[src/rtl/ntsc_pkg.sv]
// Shared constants for the NTSC composite scan-out path.
// DAC levels and fetch-FSM state encoding.
package ntsc_pkg;

    localparam logic [1:0] LVL_SYNC  = 2'b00;
    localparam logic [1:0] LVL_BLACK = 2'b01;
    localparam logic [1:0] LVL_WHITE = 2'b11;

    typedef enum logic [1:0] {
        FIDLE  = 2'd0,
        FADDR  = 2'd1,
        FWAIT  = 2'd2,
        FLATCH = 2'd3
    } fstate_t;

endpackage

[src/rtl/ntsc_timing.sv]
// Raster counters and decoded timing flags for the composite scan-out.
// The pixel index is tracked incrementally so no divider is needed.
module ntsc_timing #(
    parameter int LINE_CLKS   = 3178,
    parameter int HSYNC_CLKS  = 235,
    parameter int BP_CLKS     = 235,
    parameter int H_OFFSET    = 220,
    parameter int PIX_CLKS    = 36,
    parameter int LINES       = 262,
    parameter int VSYNC_LINES = 3,
    parameter int V_START     = 40,
    parameter int ROW_LINES   = 6
) (
    input  logic       clock,
    input  logic       aclr_n,
    output logic [5:0] pix,
    output logic       in_sync,
    output logic       in_active,
    output logic       disp_line,
    output logic       fetch_start,
    output logic       line_end,
    output logic       row_clr,
    output logic       frame_tick
);
    import ntsc_pkg::*;

    localparam int A     = HSYNC_CLKS + BP_CLKS + H_OFFSET;
    localparam int A_END = A + 64 * PIX_CLKS;
    localparam int V_END = V_START + 32 * ROW_LINES;
    localparam int HW    = $clog2(LINE_CLKS + 1);
    localparam int VW    = $clog2(LINES + 1);
    localparam int PW    = $clog2(PIX_CLKS + 1);

    logic [HW-1:0] hcnt;
    logic [VW-1:0] vcnt;
    logic [PW-1:0] psub;
    logic          vsync;

    assign line_end  = (hcnt == HW'(LINE_CLKS - 1));
    assign vsync     = (vcnt < VW'(VSYNC_LINES));
    assign in_sync   = vsync ? (hcnt < HW'(LINE_CLKS - HSYNC_CLKS))
                             : (hcnt < HW'(HSYNC_CLKS));
    assign in_active = (hcnt >= HW'(A)) && (hcnt < HW'(A_END));
    assign disp_line = (vcnt >= VW'(V_START)) && (vcnt < VW'(V_END));
    assign fetch_start = disp_line && (hcnt == HW'(HSYNC_CLKS));
    assign row_clr   = line_end && (vcnt == VW'(V_START - 1));

    always_ff @(posedge clock or negedge aclr_n) begin
        if (!aclr_n) begin
            hcnt       <= '0;
            vcnt       <= '0;
            frame_tick <= 1'b0;
        end else begin
            frame_tick <= line_end && (vcnt == VW'(LINES - 1));
            if (line_end) begin
                hcnt <= '0;
                if (vcnt == VW'(LINES - 1)) vcnt <= '0;
                else vcnt <= vcnt + 1'b1;
            end else begin
                hcnt <= hcnt + 1'b1;
            end
        end
    end

    // Realigned one clock before the window so pix is 0 on its first clock
    always_ff @(posedge clock or negedge aclr_n) begin
        if (!aclr_n) begin
            pix  <= '0;
            psub <= '0;
        end else if (hcnt == HW'(A - 1)) begin
            pix  <= '0;
            psub <= '0;
        end else if (psub == PW'(PIX_CLKS - 1)) begin
            pix  <= pix + 1'b1;
            psub <= '0;
        end else begin
            psub <= psub + 1'b1;
        end
    end

endmodule

[src/rtl/ntsc_scanout.sv]
// CHIP-8 frame buffer to two-pin composite DAC scan-out.
// Fetches one VRAM row per scan line and shifts it out as pixels.
module ntsc_scanout #(
    parameter int LINE_CLKS   = 3178,
    parameter int HSYNC_CLKS  = 235,
    parameter int BP_CLKS     = 235,
    parameter int H_OFFSET    = 220,
    parameter int PIX_CLKS    = 36,
    parameter int LINES       = 262,
    parameter int VSYNC_LINES = 3,
    parameter int V_START     = 40,
    parameter int ROW_LINES   = 6
) (
    input  logic        clock,
    input  logic        aclr_n,
    output logic [4:0]  address_a,
    input  logic [63:0] q_a,
    output logic        clock_a,
    output logic        high,
    output logic        low,
    output logic        frame_tick
);
    import ntsc_pkg::*;

    localparam int SW = $clog2(ROW_LINES + 1);

    logic [5:0]    pix;
    logic          in_sync;
    logic          in_active;
    logic          disp_line;
    logic          fetch_start;
    logic          line_end;
    logic          row_clr;
    logic [4:0]    row;
    logic [SW-1:0] sub;
    logic [63:0]   linebuf;
    fstate_t       state;
    logic [1:0]    lvl;

    assign clock_a = clock;

    ntsc_timing #(
        .LINE_CLKS   (LINE_CLKS),
        .HSYNC_CLKS  (HSYNC_CLKS),
        .BP_CLKS     (BP_CLKS),
        .H_OFFSET    (H_OFFSET),
        .PIX_CLKS    (PIX_CLKS),
        .LINES       (LINES),
        .VSYNC_LINES (VSYNC_LINES),
        .V_START     (V_START),
        .ROW_LINES   (ROW_LINES)
    ) u_timing (
        .clock       (clock),
        .aclr_n      (aclr_n),
        .pix         (pix),
        .in_sync     (in_sync),
        .in_active   (in_active),
        .disp_line   (disp_line),
        .fetch_start (fetch_start),
        .line_end    (line_end),
        .row_clr     (row_clr),
        .frame_tick  (frame_tick)
    );

    // row/sub describe the line currently being scanned
    always_ff @(posedge clock or negedge aclr_n) begin
        if (!aclr_n) begin
            row <= '0;
            sub <= '0;
        end else if (row_clr) begin
            row <= '0;
            sub <= '0;
        end else if (line_end && disp_line) begin
            if (sub == SW'(ROW_LINES - 1)) begin
                sub <= '0;
                row <= row + 1'b1;
            end else begin
                sub <= sub + 1'b1;
            end
        end
    end

    always_ff @(posedge clock or negedge aclr_n) begin
        if (!aclr_n) begin
            state     <= FIDLE;
            address_a <= '0;
            linebuf   <= '0;
        end else begin
            unique case (state)
                FIDLE:  if (fetch_start) state <= FADDR;
                FADDR: begin
                    address_a <= row;
                    state     <= FWAIT;
                end
                FWAIT:  state <= FLATCH;
                FLATCH: state <= FIDLE;
                default: state <= FIDLE;
            endcase
            if (!disp_line) linebuf <= '0;
            else if (state == FLATCH) linebuf <= q_a;
        end
    end

    // Bit 63 is the leftmost pixel, hence the inverted index
    always_comb begin
        lvl = LVL_BLACK;
        if (in_sync) lvl = LVL_SYNC;
        else if (in_active && disp_line && linebuf[~pix]) lvl = LVL_WHITE;
    end

    always_ff @(posedge clock or negedge aclr_n) begin
        if (!aclr_n) {high, low} <= LVL_SYNC;
        else {high, low} <= lvl;
    end

endmodule

[config.mk]
export PLATFORM = sky130hd
export DESIGN_NAME = ntsc_scanout
export DESIGN_NICKNAME = d
export VERILOG_FILES = /design/src/rtl/ntsc_pkg.sv /design/src/rtl/ntsc_timing.sv /design/src/rtl/ntsc_scanout.sv
export SDC_FILE = /design/constraint.sdc
export NUM_CORES = 1
export LEC_CHECK = 0
export BUFFER_PORTS_ARGS = -buffer_cell sky130_fd_sc_hd__clkbuf_2
export CORE_ASPECT_RATIO = 1.1
export CORE_MARGIN = 3
export CORE_UTILIZATION = 44
export CTS_CLUSTER_SIZE = 28
export DETAILED_ROUTE_END_ITERATION = 8
export REMOVE_ABC_BUFFERS = 1
export SETUP_SLACK_MARGIN = 0.4
export SLEW_MARGIN = 20
export SYNTH_ARGS = -nofsm -noshare
export SYNTH_HDL_FRONTEND = slang
export SYNTH_SLANG_ARGS = --single-unit
[constraint.sdc]
create_clock -name clock -period 4.7 [get_ports clock]
set_input_delay 0.235 -clock clock [delete_from_list [all_inputs] [get_ports clock]]
set_output_delay 0.235 -clock clock [all_outputs]
set_load 0.1 [all_outputs]
==> impl_metrics.ini <==
[route]
wl_per_cell_um = 16.0
viasPerCell = 5.32
vias = 4078
dr.first_iter.drc_count = 251
detail-route-antenna-nets = 0
drt-total-wl_um = 12200
dr.pass1.iters = 4
drc = 0

[power_and_ir_drop]
ir_drop_mv = 0.400
leakage_uw = 0.00303
power_density_mw_per_mm2 = 352

[die]
rows = 43
dieArea_mm2 = 0.0146
die_h_um = 126
core_area_mm2 = 0.0128
die_x_um = 115
io_pins = 75
start_util_pct = 45.4

[worst_setup_path]
crit_chain = clkbuf_16 -> clkbuf_16 -> clkbuf_2
end_kind = output pin
crit_family = buffers and inverters
critPathSlowestCell = clkbuf_2
required_ps = 4470
cp_max_fo = 16
path_common_cell = clkbuf_16
timing_worst_setup_path_type = clk -> out
arrival_ps = 3100
critPathMaxStageDelay_ps = 360
crit_buf_inv = 3
worstSetupStartpointType = clock port

[sta]
setup_slack_ps = 1360
fin_skew_ps = 6.28
hold-worst-slack_ps = 69.5
setup_violations = 0
tns_ps = 0
tightest_slew_ps = 954
rsz0062_at_grt = no
slew_violations = 0
final_hold_viol_count = 0
max_slew_margin_pct = 36.4

[synth]
synth_edf_count = 0
synthCells = 531
syn_area_per_cell_um2 = 10.9
seq_area_frac_synth_pct = 49.7
synth_area_mm2 = 0.00579
synth-main-ff-cell = dfrtp_1
synth-seq-cells = 115
yosysWarnings = 0
ys_types = 52
ys_async_sr_fraction_pct = 100

[clock_network]
postCtsSetupBuffers = 0
cts_buffer_depth = 2
clk_latency_ps = 410
root_buffer = clkbuf_16
cts.clk_slew.worst_paths_ps = 50
htree_num_levels = 4
cts_buffers = 17
cts_tree = yes

[grt]
grt_pass1_wl_um = 21000
grt_max_degree = 75
grt_usage_pct = 18.3
antenna_found_initial = 0
gr-total-overflow = 0
grt_pass1_vias = 4270

[placed_design]
dpl_worst_slack_ps = 1770
io_buffers = 74
detailed_place.area_mm2 = 0.00625
dp_hpwl_um = 8500
place_congestion = 0.882

[worst_hold_path]
hold_class = in -> reg

[final_layout]
areaGrowthSynthToFinish_pct = 19.2
insertedDiodeCount = 0
fin_nets = 676
final_util_pct = 54.1
fin_area_mm2 = 0.00690
drive_gt1_share_pct = 22.5

[status]
status = complete, no violations

[job]
cap_viol_max_count = 0
==> repair_timing <==
action	4_1_cts	5_1_grt
hold endpoints to repair	2	0
hold buffers	1	0
gates resized for setup	0	0
==> cells in the final DEF, fill, tap and decap left out, types with 10 or more instances in the layout <==
| cell type | instances |
|---|---|
| inv_1 | 11 |
| nor2_1 | 101 |
| nand2_1 | 23 |
| clkbuf_16 | 17 |
| dfrtp_1 | 115 |
| xor2_1 | 10 |
| mux2i_1 | 79 |
| clkbuf_2 | 73 |
| ha_1 | 12 |
| mux4_2 | 10 |
| nand3_1 | 19 |
| o21ai_0 | 16 |
| xnor2_1 | 14 |
==> cell type report <==
class | instances | area, um^2
Tap cell | 157 | 196
Timing Repair Buffer | 79 | 435
Multi-Input combinational cell | 371 | 2730
Clock buffer | 20 | 458
Fill cell | 1100 | 5850
Sequential cell | 115 | 2880
Clock inverter | 13 | 155
Inverter | 12 | 45.0
==> cell usage after synthesis, drive strengths merged, types with 6 or more instances <==
cell	instances	share of area [%]
a21oi	8	0.69
and3	7	0.76
buf	11	1.1
clkbuf	22	1.4
dfrtp	115	50
ha	13	2.8
inv	11	0.71
mux2	8	1.6
mux2i	79	14
mux4	10	3.9
nand2	23	1.5
nand3	19	1.6
nand4	8	1.1
nor2	101	6.5
nor3	6	0.52
o21ai	16	1.4
xnor2	14	2.1
xor2	10	1.5
==> path summary, 6_finish.rpt <==
kind / start / cells past startpoint / slack (ps) / to
hold / removal: q_a[53] / 3 / 70 / linebuf[53]
hold reg to reg: u_timing.psub[0] / 1 / 470 / u_timing.psub[0]
max in group asynchronous: aclr_n / 3 / 3080 / address_a[1]
min in group asynchronous: aclr_n / 2 / 520 / linebuf[29]
setup reg to reg: u_timing.hcnt[8] / 5 / 2230 / sub[2]
setup / recovery: clock / 3 / 1360 / clock_a
==> metrics by stage <==
stage               instances  power, uW
finish                    767       2430
global route              767       2510
CTS                       766       2460
detailed placement        733       1130
global placement          733       1130
floorplan                 498       1010
==> flip-flops by register name, indices dropped and copies added (netlist names) <==
name and cells:
address_a 5, high 1, linebuf 64, low 1, row 5, state 2, sub 3, u_timing.frame_tick 1
u_timing.hcnt 12, u_timing.pix 6, u_timing.psub 6, u_timing.vcnt 9
==> worst reg2reg max path: stages (launching register included) <==
cell,delay [ps]
dfrtp_1,450
or2_4,310
nor4_4,770
nand3_1,260
or3b_1,430
a21oi_1,170
==> cell families (layout without fill, tap and decap cells) <==
| group | after synthesis | count (layout) | synth area share (%) |
|---|---|---|---|
| AO/OA/AOI/OAI | 42 | 42 | 4.76 |
| adder cells (fa/ha/maj) | 13 | 13 | 2.81 |
| flip-flops | 115 | 115 | 49.7 |
| XOR/XNOR | 24 | 24 | 3.63 |
| buffers and inverters | 45 | 124 | 3.33 |
| AND/OR/NAND/NOR | 195 | 195 | 16.6 |
| multiplexers | 97 | 97 | 19.1 |
==> layer usage <==
metal | global-route usage, % | vias to the layer above | routed length [um]
met5 | 0 | - | 0
met4 | 5.52 | 0 | 132
met3 | 5.82 | 9 | 592
met2 | 29.1 | 82 | 5960
met1 | 23.9 | 2002 | 5550
li1 | - | 1985 | -
==> where the power goes <==
group / internal, uW / leakage (uW) / switching, uW
clock network: 864 / 0.000301 / 521
logic: 21.4 / 0.00115 / 28.7
registers: 991 / 0.00157 / 0
Note: power is estimated with default switching activity, not from simulation.
